File: src/rtl/blend_frame_writer.sv
// ============================================================================
//  Module      : blend_frame_writer
//  Description : Alpha-blends camera and warped-source RGB565 pixels, buffers
//                results in a small FIFO and writes them to frame-buffer SRAM
//                over a req/ack handshake. Optional macro: CHROMA_KEY_EN.
//  Revision    : 1.0  initial release
// ============================================================================
`default_nettype none

module blend_frame_writer #(
    parameter int          WIDTH     = 640,
    parameter int          HEIGHT    = 480,
    parameter int          DEPTH     = 8,
    parameter logic [15:0] KEY_COLOR = 16'h07E0
) (
    input  logic        clk_25,
    input  logic        rst_n,
    input  logic        val,
    input  logic [9:0]  sync_x,
    input  logic [9:0]  sync_y,
    input  logic [4:0]  dvi_r,
    input  logic [5:0]  dvi_g,
    input  logic [4:0]  dvi_b,
    input  logic [4:0]  ccd_r,
    input  logic [5:0]  ccd_g,
    input  logic [4:0]  ccd_b,
    input  logic [4:0]  alpha,
    output logic [19:0] sram_addr,
    output logic [15:0] sram_wdata,
    output logic        sram_we,
    input  logic        sram_ack,
    output logic [3:0]  fifo_level,
    output logic        overflow,
    output logic        frame_done
);

    localparam int          c_aw     = $clog2(DEPTH);
    localparam logic [10:0] c_width  = 11'(WIDTH);
    localparam logic [10:0] c_height = 11'(HEIGHT);
    localparam logic [9:0]  c_x_last = 10'(WIDTH - 1);
    localparam logic [9:0]  c_y_last = 10'(HEIGHT - 1);
    localparam logic [19:0] c_stride = 20'(WIDTH);
    localparam logic [3:0]  c_depth  = 4'(DEPTH);
`ifdef CHROMA_KEY_EN
    localparam logic        c_key_en = 1'b1;
`else
    localparam logic        c_key_en = 1'b0;
`endif

    typedef enum logic [0:0] {
        ST_IDLE  = 1'b0,
        ST_WRITE = 1'b1
    } state_t;

    // ---------------- stage 1: weights and products ----------------
    logic       w_key;
    logic [4:0] w_a;
    logic [4:0] w_ia;
    logic       w_in_range;

    // With the key disabled the compare is gated by a constant and folds away.
    assign w_key      = c_key_en & ({ccd_r, ccd_g, ccd_b} == KEY_COLOR);
    assign w_a        = w_key ? 5'd0 : ((alpha > 5'd16) ? 5'd16 : alpha);
    assign w_ia       = 5'd16 - w_a;
    assign w_in_range = ({1'b0, sync_x} < c_width) && ({1'b0, sync_y} < c_height);

    logic        r_s1_valid;
    logic [9:0]  r_s1_x, r_s1_y;
    logic [9:0]  r_pcr, r_pdr, r_pcb, r_pdb;
    logic [10:0] r_pcg, r_pdg;

    always_ff @(posedge clk_25 or negedge rst_n) begin
        if (!rst_n) begin
            r_s1_valid <= 1'b0;
            r_s1_x     <= '0;
            r_s1_y     <= '0;
            r_pcr      <= '0;
            r_pdr      <= '0;
            r_pcg      <= '0;
            r_pdg      <= '0;
            r_pcb      <= '0;
            r_pdb      <= '0;
        end else begin
            r_s1_valid <= val && w_in_range;
            if (val) begin
                r_s1_x <= sync_x;
                r_s1_y <= sync_y;
                r_pcr  <= {5'd0, ccd_r} * {5'd0, w_a};
                r_pdr  <= {5'd0, dvi_r} * {5'd0, w_ia};
                r_pcg  <= {5'd0, ccd_g} * {6'd0, w_a};
                r_pdg  <= {5'd0, dvi_g} * {6'd0, w_ia};
                r_pcb  <= {5'd0, ccd_b} * {5'd0, w_a};
                r_pdb  <= {5'd0, dvi_b} * {5'd0, w_ia};
            end
        end
    end

    // ---------------- stage 2: blend, address, last flag ----------------
    logic [9:0]  w_sum_r, w_sum_b;
    logic [10:0] w_sum_g;
    logic [15:0] w_data;
    logic [19:0] w_addr;
    logic        w_last;

    // Weights sum to 16, so each sum stays within 16x channel max.
    assign w_sum_r = r_pcr + r_pdr;
    assign w_sum_g = r_pcg + r_pdg;
    assign w_sum_b = r_pcb + r_pdb;
    assign w_data  = {w_sum_r[8:4], w_sum_g[9:4], w_sum_b[8:4]};
    assign w_last  = (r_s1_x == c_x_last) && (r_s1_y == c_y_last);

    generate
        if (WIDTH == 640) begin : g_addr_shift
            assign w_addr = {1'b0, r_s1_y, 9'd0} + {3'd0, r_s1_y, 7'd0} + {10'd0, r_s1_x};
        end else begin : g_addr_mult
            assign w_addr = ({10'd0, r_s1_y} * c_stride) + {10'd0, r_s1_x};
        end
    endgenerate

    logic        r_s2_valid;
    logic [36:0] r_s2_entry;

    always_ff @(posedge clk_25 or negedge rst_n) begin
        if (!rst_n) begin
            r_s2_valid <= 1'b0;
            r_s2_entry <= '0;
        end else begin
            r_s2_valid <= r_s1_valid;
            r_s2_entry <= {w_last, w_addr, w_data};
        end
    end

    // ---------------- FIFO ----------------
    logic [36:0]     r_mem [DEPTH];
    logic [c_aw-1:0] r_wr_ptr, r_rd_ptr;
    logic [3:0]      r_count;
    logic            r_overflow;
    logic            w_full, w_empty, w_push_ok, w_pop;
    logic [36:0]     w_rd_entry;

    assign w_full     = (r_count == c_depth);
    assign w_empty    = (r_count == 4'd0);
    assign w_push_ok  = r_s2_valid && !w_full;
    assign w_rd_entry = r_mem[r_rd_ptr];

    always_ff @(posedge clk_25) begin
        if (w_push_ok)
            r_mem[r_wr_ptr] <= r_s2_entry;
    end

    // Full is judged before the same-edge pop, so a push into a full FIFO is lost.
    always_ff @(posedge clk_25 or negedge rst_n) begin
        if (!rst_n) begin
            r_wr_ptr   <= '0;
            r_rd_ptr   <= '0;
            r_count    <= '0;
            r_overflow <= 1'b0;
        end else begin
            if (w_push_ok)
                r_wr_ptr <= r_wr_ptr + 1'b1;
            if (w_pop)
                r_rd_ptr <= r_rd_ptr + 1'b1;
            r_count <= r_count + {3'd0, w_push_ok} - {3'd0, w_pop};
            if (r_s2_valid && w_full)
                r_overflow <= 1'b1;
        end
    end

    // ---------------- write FSM ----------------
    state_t      r_state, w_state_nxt;
    logic        w_load, w_we_clr;
    logic [19:0] r_addr;
    logic [15:0] r_wdata;
    logic        r_we, r_last, r_frame_done;

    always_ff @(posedge clk_25 or negedge rst_n) begin
        if (!rst_n)
            r_state <= ST_IDLE;
        else
            r_state <= w_state_nxt;
    end

    always_comb begin
        w_state_nxt = r_state;
        w_pop       = 1'b0;
        w_load      = 1'b0;
        w_we_clr    = 1'b0;
        case (r_state)
            ST_IDLE: begin
                if (!w_empty) begin
                    w_pop       = 1'b1;
                    w_load      = 1'b1;
                    w_state_nxt = ST_WRITE;
                end
            end
            ST_WRITE: begin
                if (sram_ack) begin
                    if (!w_empty) begin
                        w_pop  = 1'b1;
                        w_load = 1'b1;
                    end else begin
                        w_we_clr    = 1'b1;
                        w_state_nxt = ST_IDLE;
                    end
                end
            end
            default: w_state_nxt = ST_IDLE;
        endcase
    end

    always_ff @(posedge clk_25 or negedge rst_n) begin
        if (!rst_n) begin
            r_addr       <= '0;
            r_wdata      <= '0;
            r_we         <= 1'b0;
            r_last       <= 1'b0;
            r_frame_done <= 1'b0;
        end else begin
            r_frame_done <= (r_state == ST_WRITE) && sram_ack && r_last;
            if (w_load) begin
                r_last  <= w_rd_entry[36];
                r_addr  <= w_rd_entry[35:16];
                r_wdata <= w_rd_entry[15:0];
                r_we    <= 1'b1;
            end else if (w_we_clr) begin
                r_we <= 1'b0;
            end
        end
    end

    assign sram_addr  = r_addr;
    assign sram_wdata = r_wdata;
    assign sram_we    = r_we;
    assign fifo_level = r_count;
    assign overflow   = r_overflow;
    assign frame_done = r_frame_done;

endmodule

`default_nettype wire

File: config.mk
export PLATFORM = sky130hd
export DESIGN_NAME = blend_frame_writer
export DESIGN_NICKNAME = d
export VERILOG_FILES = /design/src/rtl/blend_frame_writer.sv
export SDC_FILE = /design/constraint.sdc
export NUM_CORES = 1
export LEC_CHECK = 0
export CORE_ASPECT_RATIO = 0.7
export CORE_MARGIN = 5
export CORE_UTILIZATION = 55
export DETAILED_ROUTE_END_ITERATION = 8
export MAX_ROUTING_LAYER = met4
export PLACE_DENSITY = 0.72
export SETUP_SLACK_MARGIN = 0.4
export SKIP_LAST_GASP = 1
export SYNTH_ARGS = -nofsm -noshare
export SYNTH_HDL_FRONTEND = slang
export SYNTH_SLANG_ARGS = --single-unit
File: constraint.sdc
create_clock -name clk_25 -period 6.55 [get_ports clk_25]
set_clock_uncertainty 0.15 [all_clocks]
set_input_delay 0.9825 -clock clk_25 [delete_from_list [all_inputs] [get_ports clk_25]]
set_output_delay 0.9825 -clock clk_25 [all_outputs]
set_load 0.1 [all_outputs]
* Word-level counts from Yosys, hierarchy flattened
Memories as Yosys holds them, arrays and structs flattened. A register that Yosys moved wholly into a read port is not among the register bits.
Index checks and enable logic that the tools add are counted.
** Operators by class
- Add/sub/neg operators :: 10
- $mul :: 6
- $lt $le $gt $ge :: 3
- Equality and inequality tests :: 3
- Multiplexer cells :: 13
- Bitwise gates (word level) :: 1
- Reductions and logical operators :: 11
** Operator list (number)
- multiplier 5 x 5 -> 9 bit :: 4
- adder 19 x 17 -> 20 bit :: 1
- adder 20 x 10 -> 20 bit :: 1
- multiplier 6 x 5 -> 10 bit :: 2
- adder 9 bit :: 2
- adder 10 bit :: 1
- equality test 10 bit, second input constant :: 1
- equality test 10 x 9 -> 1 bit, second input constant :: 1
- < comparator 10 bit, second input constant :: 1
- < comparator 10 x 9 -> 1 bit, second input constant :: 1
- 2-to-1 mux 1 bit :: 10
- logical AND 1 bit :: 7
- adder 3 x 1 -> 3 bit, second input constant :: 2
- > comparator 5 bit, second input constant :: 1
- 2-to-1 mux 5 bit :: 1
- subtractor 5 bit, first input constant :: 1
- adder 4 x 1 -> 4 bit :: 1
- equality test 4 bit, second input constant :: 1
- zero test 4 bit :: 1
- one-hot mux 1 bit (2 select lines) :: 2
- subtractor 4 x 1 -> 4 bit :: 1
- zero test 1 bit :: 2
- nonzero test 2 bit :: 1
- NOT 1 bit :: 1
** Word-level totals
- Register bits after elaboration :: 129
- RAM bits :: 296
- Input port bits :: 61
- Output and inout port bits :: 43
- Word-level logic and storage cells :: 66
- Memories kept :: 1
** Memory list
- r_mem :: depth 8, bits a word 37, rd ports 1, clocked after Yosys merged registers in 1, write ports 1, RTL line 134 : logic [36:0] r_mem [DEPTH];

* Logic depth before layout (Yosys ltp)
Gate-level depths: netlist of run 1.
- Word-level depth :: 6
- Mapped depth :: 21
- Mapped depth without buffers :: 18

* Least setup slack after synthesis of run 1
No wires, ideal clock.
- Path kind :: in2reg
- From :: input alpha[4]
- To :: register r_pdg[9]
- Setup time :: 0.125 ns
- Data arrival time :: 5.708 ns
- Required time :: 6.275 ns
- Setup slack :: 0.567 ns
- Cell stages on the path :: 20
- Buffers on the path :: 3
- Cell sequence :: buf_6 -> nor2b_1 -> clkbuf_1 -> inv_1 -> ha_1 -> nor4b_4 -> or2_2 -> clkbuf_1 -> and2_1 -> fa_1 -> fa_1 -> inv_1 -> fa_1 -> inv_1 -> ha_1 -> and3_1 -> a221oi_1 -> a21oi_1 -> xnor2_1 -> mux2_2
** On the way
- Cells in the longest elaborated chain, start to end :: 4
** RTL lines
- start: declaration :: RTL line 27 : input logic [4:0] alpha,
- > comparator 5 bit :: RTL line 63 : assign w_a = w_key ? 5'd0 : ((alpha > 5'd16) ? 5'd16 : alpha);
- 2-to-1 mux 5 bit * :: RTL line 63
- subtractor 5 bit * :: RTL line 64 : assign w_ia = 5'd16 - w_a;
- multiplier 6 x 5 -> 10 bit * :: RTL line 91 : r_pdg <= {5'd0, dvi_g} * {6'd0, w_ia};
- end signal: assignment :: RTL line 91
- end: declaration :: RTL line 70 : logic [10:0] r_pcg, r_pdg;
Every way passes the cells marked *; elsewhere a longest branch is shown, timed or not.
A chain may end at the register's enable or synchronous reset.

* Final worst setup path of run 1
Same ends and word-level chain as after synthesis.

==> reports/qor.csv, run 1 <==
metric;value;unit
result of the run;finished, final reports clean;
post-synthesis average cell area;14.5;sq um
synthesized instance count;1572;
FP Rows;62;
largest net degree at the start of global routing;79;
overall track demand over capacity in global routing;21.3;%
count of pins on the block boundary;104;
Critical Path Fanout Max;12;
worst rel slew slack;25.1;%
average wire length per cell after detail routing;20.4;um
maximum root-to-sink buffer count;3;
count of input and output buffers;103;
clock tree from TritonCTS;built;
worst min-delay path category;in -> async;
width of the die;253;um
post-synthesis sequential area ratio;57.4;%
number of synthesized flops with an enable pin;296;
ANT cells;0;
Worst Setup End Kind;flip-flop;
number of nets produced by synthesis;1844;
power density of the placed cells;396;nW/um^2
CP Cell Sequence;clkdlybuf4s50_1, and2b_1, inv_1, ha_1, nor4b_4, or2_2, buf_4, nand2_1, fa_1, fa_1, fa_1, inv_1, ha_1, and3_1, a221oi_1, a21oi_1, xnor2_1, mux2_2;
number of storage elements in the synthesis netlist;462;
fill cell instance count of the final layout;3050;
max_cap viols;0;
Die Y;180;um
Cell variety after synth;58;
number of vias per cell after detailed routing;5.68;
share of layout cells above drive strength 1;13.4;%
global-route wire length before repair;74300;um
number of remaining DRC errors;0;
commonest non-fill, non-tap cell in the layout;edfxtp_1;
starting utilization of the core area;55.5;%
source-to-sink clock delay at the later pin of the worst-skew pair;0.57;ns
met2 usage in global routing;31.0;%
antenna violations before repair;2;
worst setup path start;alpha[4];
setup-violating endpoint count in the final report;0;
Final Critical Period;5.69;ns
CTS H-Tree Depth;2;
Post-CTS Setup Repair Bufs;0;
number of buffers created by CTS;42;
DR iter-0 viols;851;
most numerous cell on the critical path;fa_1;
setup repair after global routing missed its margin;no;
most used routing layer;met1;
Worst EP arrival;5.98;ns
static leakage;0.0105;uW
final WL;46200;um
commonest non-fill, non-tap cells in the layout;edfxtp_1, dfrtp_1, ha_1, inv_1, nand2_1;
total grt overflow;0;
Final Net Count;1964;
crit-path max cell delay;0.62;ns
met1 global-route usage;32.5;%
Post-Syn Area;22700;sq um
fraction of synthesis flops using an asynchronous set or reset pin;35.9;%
final count of hold timing violations;0;
slowest cell on the critical path;clkdlybuf4s50_1;
number of global-route vias before repair;13098;
global placement routability congestion;0.848;
maximum clock frequency;0.176;GHz
required time at the worst-slack endpoint;6.84;ns
Post-Route Hold Slack;0.212;ns
Worst Tran Pin Value;1.12;ns
hold-fix buffers at CTS;0;
count of TritonRoute iterations in the first routing pass;5;
routed via count;12891;
Final HPWL DP;29600;um
area of the placeable core;41000;sq um
type of the worst setup path;in -> reg;
Sink Count;462;
top_reg_cell synth;edfxtp_1;
final-layout setup total negative slack;0;ns
Yosys warning count;0;
count of instances resized after the clock tree is built;0;
startpoint of the worst-slack reg-to-reg timing path;r_rd_ptr[0]$_DFFE_PN0P_;
met3 Track Usage GR;4.03;%
Worst VDD drop;0.630;mV
full die area;45600;sq um
kind of start point of the critical path;input pin;
CTS clk-pin slew, worst paths;0.07;ns
final worst-path cycle share;86.9;%
remaining antenna violation count;0;
final-report max-slew violation count;0;
relative area change from synthesis to final layout;13.4;%
library cell used as clock root buffer;clkbuf_16;
[cell usage after synthesis (6+ instances only)]
master       n  area (sq um)
edfxtp_1   296          8890
dfrtp_1    166          4150
ha_1       154          1930
inv_1      113           424
nand2_1    103           387
nor2_1      82           308
and2_1      81           507
a21oi_1     74           370
mux4_2      74          1670
fa_1        57          1140
mux2_2      51           574
xnor2_1     49           429
mux2i_1     38           380
clkbuf_1    30           113
o21ai_0     18          90.1
xor2_1      18           158
a21o_1      15           113
o21bai_1    12          90.1
buf_2       11          55.1
nor3_1      10          50.1
and3_1       9          56.3
a2111o_1     8          90.1
o2bb2ai_1    8          70.1
a211oi_1     7          52.6
buf_4        7          52.6
nor2b_1      7          43.8
o21a_1       7          52.6
o311ai_0     6          52.6
[logic make-up (layout without fill, tap and decap cells)]
kind of cell / Yosys count / count (layout) / synth area share (%)
AO/OA/AOI/OAI: 178 / 178 / 5.15
XOR/XNOR: 67 / 67 / 2.58
adder cells (fa/ha/maj): 211 / 211 / 13.5
buffers and inverters: 167 / 321 / 2.97
flip-flops: 462 / 462 / 57.4
multiplexers: 163 / 163 / 11.5
AND/OR/NAND/NOR: 324 / 324 / 6.92
[layer usage]
layer / vias up / wire length, um
met1: 6596 / 21800
met4: 0 / 443
met5: - / 0
met2: 301 / 20900
met3: 40 / 3020
li1: 5954 / -
[layout make-up]
class / instances / area (sq um) / share of cell area, %
multi-input combinational: 943 / 9090 / 35.2
clock inverter: 25 / 194 / 0.752
timing repair buffer: 130 / 1230 / 4.78
clock buffer: 53 / 1110 / 4.31
inverter: 113 / 424 / 1.65
sequential: 462 / 13000 / 50.6
tap: 544 / 681 / 2.64
[where the power goes]
part           internal [uW]  switching [uW]  leakage [uW]
Clock                   1260            1070      0.000631
Sequential              3760             437       0.00465
Combinational           1380            2290       0.00517
Total                   6400            3790        0.0105
[worst max-delay path, delay by kind of cell]
| kind | cells | cell delay [ns] |
|---|---|---|
| compound gates | 2 | 0.59 |
| simple gates | 5 | 0.97 |
| buf+inv | 4 | 0.90 |
| fa+ha+maj | 5 | 2.13 |
| xor+xnor | 1 | 0.15 |
| mux | 1 | 0.26 |
[registers in the layout, indices dropped and copies added (netlist names), 3 cells and up]
register / cells
r_s1_y: 10
r_pcb: 9
r_rd_ptr: 3
r_s1_x: 10
sram_wdata: 16
r_mem: 296
r_pdr: 9
r_wr_ptr: 3
sram_addr: 20
r_pdb: 9
r_pcr: 9
r_pcg: 10
r_pdg: 10
fifo_level: 4
r_s2_entry: 37
[final timing paths]
check / slack (ns) / cells past startpoint / end
max in group asynchronous: 4.80 / 2 / r_pcg[2]$_DFFE_PN0P_
worst min register to register: 0.21 / 0 / r_s2_valid$_DFF_PN0_
worst max-delay path: 0.86 / 18 / r_pdg[9]$_DFFE_PN0P_
min in group clk_25: 0.21 / 0 / r_s2_valid$_DFF_PN0_
worst min-delay path: 0.21 / 1 / sram_addr[4]$_DFFE_PN0P_
worst max register to register: 3.44 / 4 / sram_wdata[3]$_DFFE_PN0P_
[per-stage QoR]
step / cell area [sq um] / utilization, % / power (uW) / worst slack [ns] / std cells
finish: 25800 / 62.9 / 10200 / 0.859 / 2270
global placement: 24500 / 59.7 / 7860 / 0.385 / 2192
detailed placement: 24500 / 59.7 / 7940 / 0.277 / 2192
floorplan: 22700 / - / 6930 / 0.567 / 1572
global route: 25800 / 62.9 / 10700 / 0.586 / 2270
CTS: 25800 / 62.9 / 10300 / 0.865 / 2270
No activity file was read; power rests on OpenSTA's default activity.
==> run 2, diff against run 1 <==
--- a/config.mk
+++ b/config.mk
@@ -13,6 +13,7 @@
 export PLACE_DENSITY = 0.72
 export SETUP_SLACK_MARGIN = 0.4
 export SKIP_LAST_GASP = 1
+export SLEW_MARGIN = 0
 export SYNTH_ARGS = -nofsm -noshare
 export SYNTH_HDL_FRONTEND = slang
 export SYNTH_SLANG_ARGS = --single-unit
==> results of run 2 <==
Final layout, timing and power as in run 1 (identical DEF).
==> run 3, diff against run 2 <==
--- a/config.mk
+++ b/config.mk
@@ -8,6 +8,7 @@
 export CORE_ASPECT_RATIO = 0.7
 export CORE_MARGIN = 5
 export CORE_UTILIZATION = 55
+export CTS_BUF_LIST = sky130_fd_sc_hd__clkbuf_8
 export DETAILED_ROUTE_END_ITERATION = 8
 export MAX_ROUTING_LAYER = met4
 export PLACE_DENSITY = 0.72
==> run 3 against run 2 <==
  * Highest routed layer unchanged
  * Critical path depth is 1 lower
  * Sequential power hardly changed
  * Non-clock buffer count stayed put
  * Clock power hardly changed
  * Global-route usage is 0.16 points lower
  * Via count is 0.79% higher
  * Power is 0.34% lower
  * Wire length is 0.97% lower
  * Combinational power hardly changed
  * Critical path type unchanged
  * Sequential share of layout area is 0.13 points lower
==> reports/qor.csv, run 3 (same netlist as run 1, synthesis figures left out) <==
metric;value;unit;change
Post-CTS Setup Repair Bufs;0;;unchanged
remaining antenna violation count;0;;unchanged
delay-heaviest family, CP;adder cells;;
crit-path max cell delay;0.54;ns;-0.08 ns
CTS clk-pin slew, worst paths;0.07;ns;about the same
maximum clock frequency;0.178;GHz;+1.1%
met2 usage in global routing;29.5;%;-1.5 points
global placement routability congestion;0.848;;unchanged
slowest cell on the critical path;clkdlybuf4s50_1;;
commonest non-fill, non-tap cell in the layout;edfxtp_1;;
source-to-sink clock delay at the later pin of the worst-skew pair;0.60;ns;+0.03 ns
number of vias per cell after detailed routing;5.60;;-1.4%
Worst Tran Pin Value;1.09;ns;-0.0378 ns
kind of start point of the critical path;input pin;;
result of the run;finished, final reports clean;;
hold-fix buffers at CTS;0;;unchanged
ANT cells;0;;unchanged
worst min-delay path category;in -> async;;
number of buffers created by CTS;69;;+64%
number of remaining DRC errors;0;;unchanged
Worst Setup End Kind;flip-flop;;
count of pins on the block boundary;104;;unchanged
required time at the worst-slack endpoint;6.90;ns;+0.06 ns
final-layout setup total negative slack;0;ns;unchanged
Final Critical Period;5.63;ns;-0.0600 ns
largest net degree at the start of global routing;79;;unchanged
clock tree from TritonCTS;built;;
starting utilization of the core area;55.5;%;unchanged
Critical Path Fanout Max;10;;-2
count of input and output buffers;103;;unchanged
power density of the placed cells;393;nW/um^2;-0.60%
share of layout cells above drive strength 1;14.9;%;+1.5 points
fill cell instance count of the final layout;3059;;+0.30%
startpoint of the worst-slack reg-to-reg timing path;r_rd_ptr[0]$_DFFE_PN0P_;;
worst rel slew slack;27.6;%;+2.5 points
area of the placeable core;41000;sq um;unchanged
worst setup path start;alpha[4];;
setup-violating endpoint count in the final report;0;;unchanged
count of TritonRoute iterations in the first routing pass;5;;unchanged
switching share of power;37.6;%;+0.40 points
routed via count;12993;;+0.79%
most used routing layer;met1;;
max_cap viols;0;;unchanged
Die Y;180;um;unchanged
Cell Int Power;6340;uW;-0.98%
CTS H-Tree Depth;3;;+1
Combinational Power Share;36.0;%;about the same
antenna violations before repair;2;;unchanged
CP bufs+invs;4;;unchanged
Seq pwr share;41.3;%;about the same
final WL;45700;um;-0.97%
Post-Route Hold Slack;0.169;ns;-0.0426 ns
final-report max-slew violation count;0;;unchanged
commonest non-fill, non-tap cells in the layout;edfxtp_1, dfrtp_1, ha_1, inv_1, nand2_1;;
met1 global-route usage;33.3;%;+0.84 points
average wire length per cell after detail routing;19.7;um;-3.1%
total grt overflow;0;;unchanged
Final HPWL DP;29600;um;unchanged
global-route wire length before repair;73600;um;-0.85%
met3 Track Usage GR;3.49;%;-0.53 points
number of placed instances, taps included;2192;;unchanged
Final Total Pwr;10200;uW;-0.34%
total area of multi-input combinational cells;9090;sq um;unchanged
sequential standard cell area;13000;sq um;unchanged
setup repair after global routing missed its margin;no;;
Worst EP arrival;5.98;ns;about the same
overall track demand over capacity in global routing;21.1;%;-0.16 points
number of global-route vias before repair;13202;;+0.79%
most numerous cell on the critical path;fa_1;;
fraction of power consumed by the clock network;22.6;%;-0.3 points
width of the die;253;um;unchanged
full die area;45600;sq um;unchanged
number of flip-flops under the largest register name;296;;unchanged
CP Cell Sequence;clkdlybuf4s50_1, and2b_1, inv_1, ha_1, xnor2_1, buf_4, nand2_1, fa_1, fa_1, fa_1, inv_1, ha_1, and3_1, a221oi_1, a21oi_1, xnor2_1, mux2_2;;
Worst VDD drop;0.647;mV;+2.7%
Final Net Count;1991;;+1.4%
DR iter-0 viols;910;;+6.9%
relative area change from synthesis to final layout;13.7;%;
library cell used as clock root buffer;clkbuf_8;;
FP Rows;62;;unchanged
maximum root-to-sink buffer count;3;;unchanged
final worst-path cycle share;86.0;%;-0.92 points
static leakage;0.0106;uW;+1.5%
final count of hold timing violations;0;;unchanged
count of placed standard cells in the final layout, fillers left out;2320;;+2.2%
Sink Count;462;;unchanged
net switching power;3820;uW;+0.73%
type of the worst setup path;in -> reg;;
register with the most flip-flops;r_mem;;
count of instances resized after the clock tree is built;0;;unchanged
## run 3: cell count changes in the layout (fill, tap and decap cells not counted), sizes merged
cell,delta
clkbuf,+26
inv,+25
clkinvlp,-1
clkinv,-1
bufinv,+1
## run 3: worst paths after layout
path | endpoint | slack, ns | cells after the start
min in group clk_25 | r_s2_valid$_DFF_PN0_ | 0.22 | 0
max in group asynchronous | r_pcr[1]$_DFFE_PN0P_ | 4.84 | 2
hold / removal | sram_wdata[3]$_DFFE_PN0P_ | 0.17 | 1
hold reg to reg | r_s2_valid$_DFF_PN0_ | 0.22 | 0
setup reg to reg | sram_wdata[3]$_DFFE_PN0P_ | 3.44 | 4
setup / recovery | r_pdg[9]$_DFFE_PN0P_ | 0.92 | 17
## run 3: final cells by class
type | count | area share [%]
Sequential cell | 462 | 50.5
Multi-Input combinational cell | 943 | 35.2
Timing Repair Buffer | 130 | 4.77
Clock buffer | 79 | 4.21
Tap cell | 544 | 2.63
Inverter | 113 | 1.64
Clock inverter | 49 | 1.11
## run 3: stage by stage
| stage | utilization, % | worst slack [ns] | cell area (sq um) |
|---|---|---|---|
| after floorplan | - | 0.567 | 22700 |
| after detailed placement | 59.7 | 0.277 | 24500 |
| after global routing | 63.1 | 0.658 | 25800 |
| after CTS | 63.1 | 0.944 | 25800 |
| after global placement | 59.7 | 0.385 | 24500 |
| final | 63.1 | 0.919 | 25800 |
## run 3: per-layer routing
metal | share of wire, % | up-vias
li1 | - | 6024
met2 | 44 | 326
met4 | 1.4 | 0
met5 | 0 | -
met1 | 49 | 6591
met3 | 5.5 | 52
## run 3: power by group through the flow
stage / clock network (uW) / logic, uW / registers, uW
final: 2300 / 3660 / 4200
after detailed placement: 0 / 3680 / 4260
after global placement: 0 / 3630 / 4230
after floorplan: 0 / 1920 / 5010
after CTS: 2350 / 3700 / 4210
after global routing: 2500 / 3950 / 4280
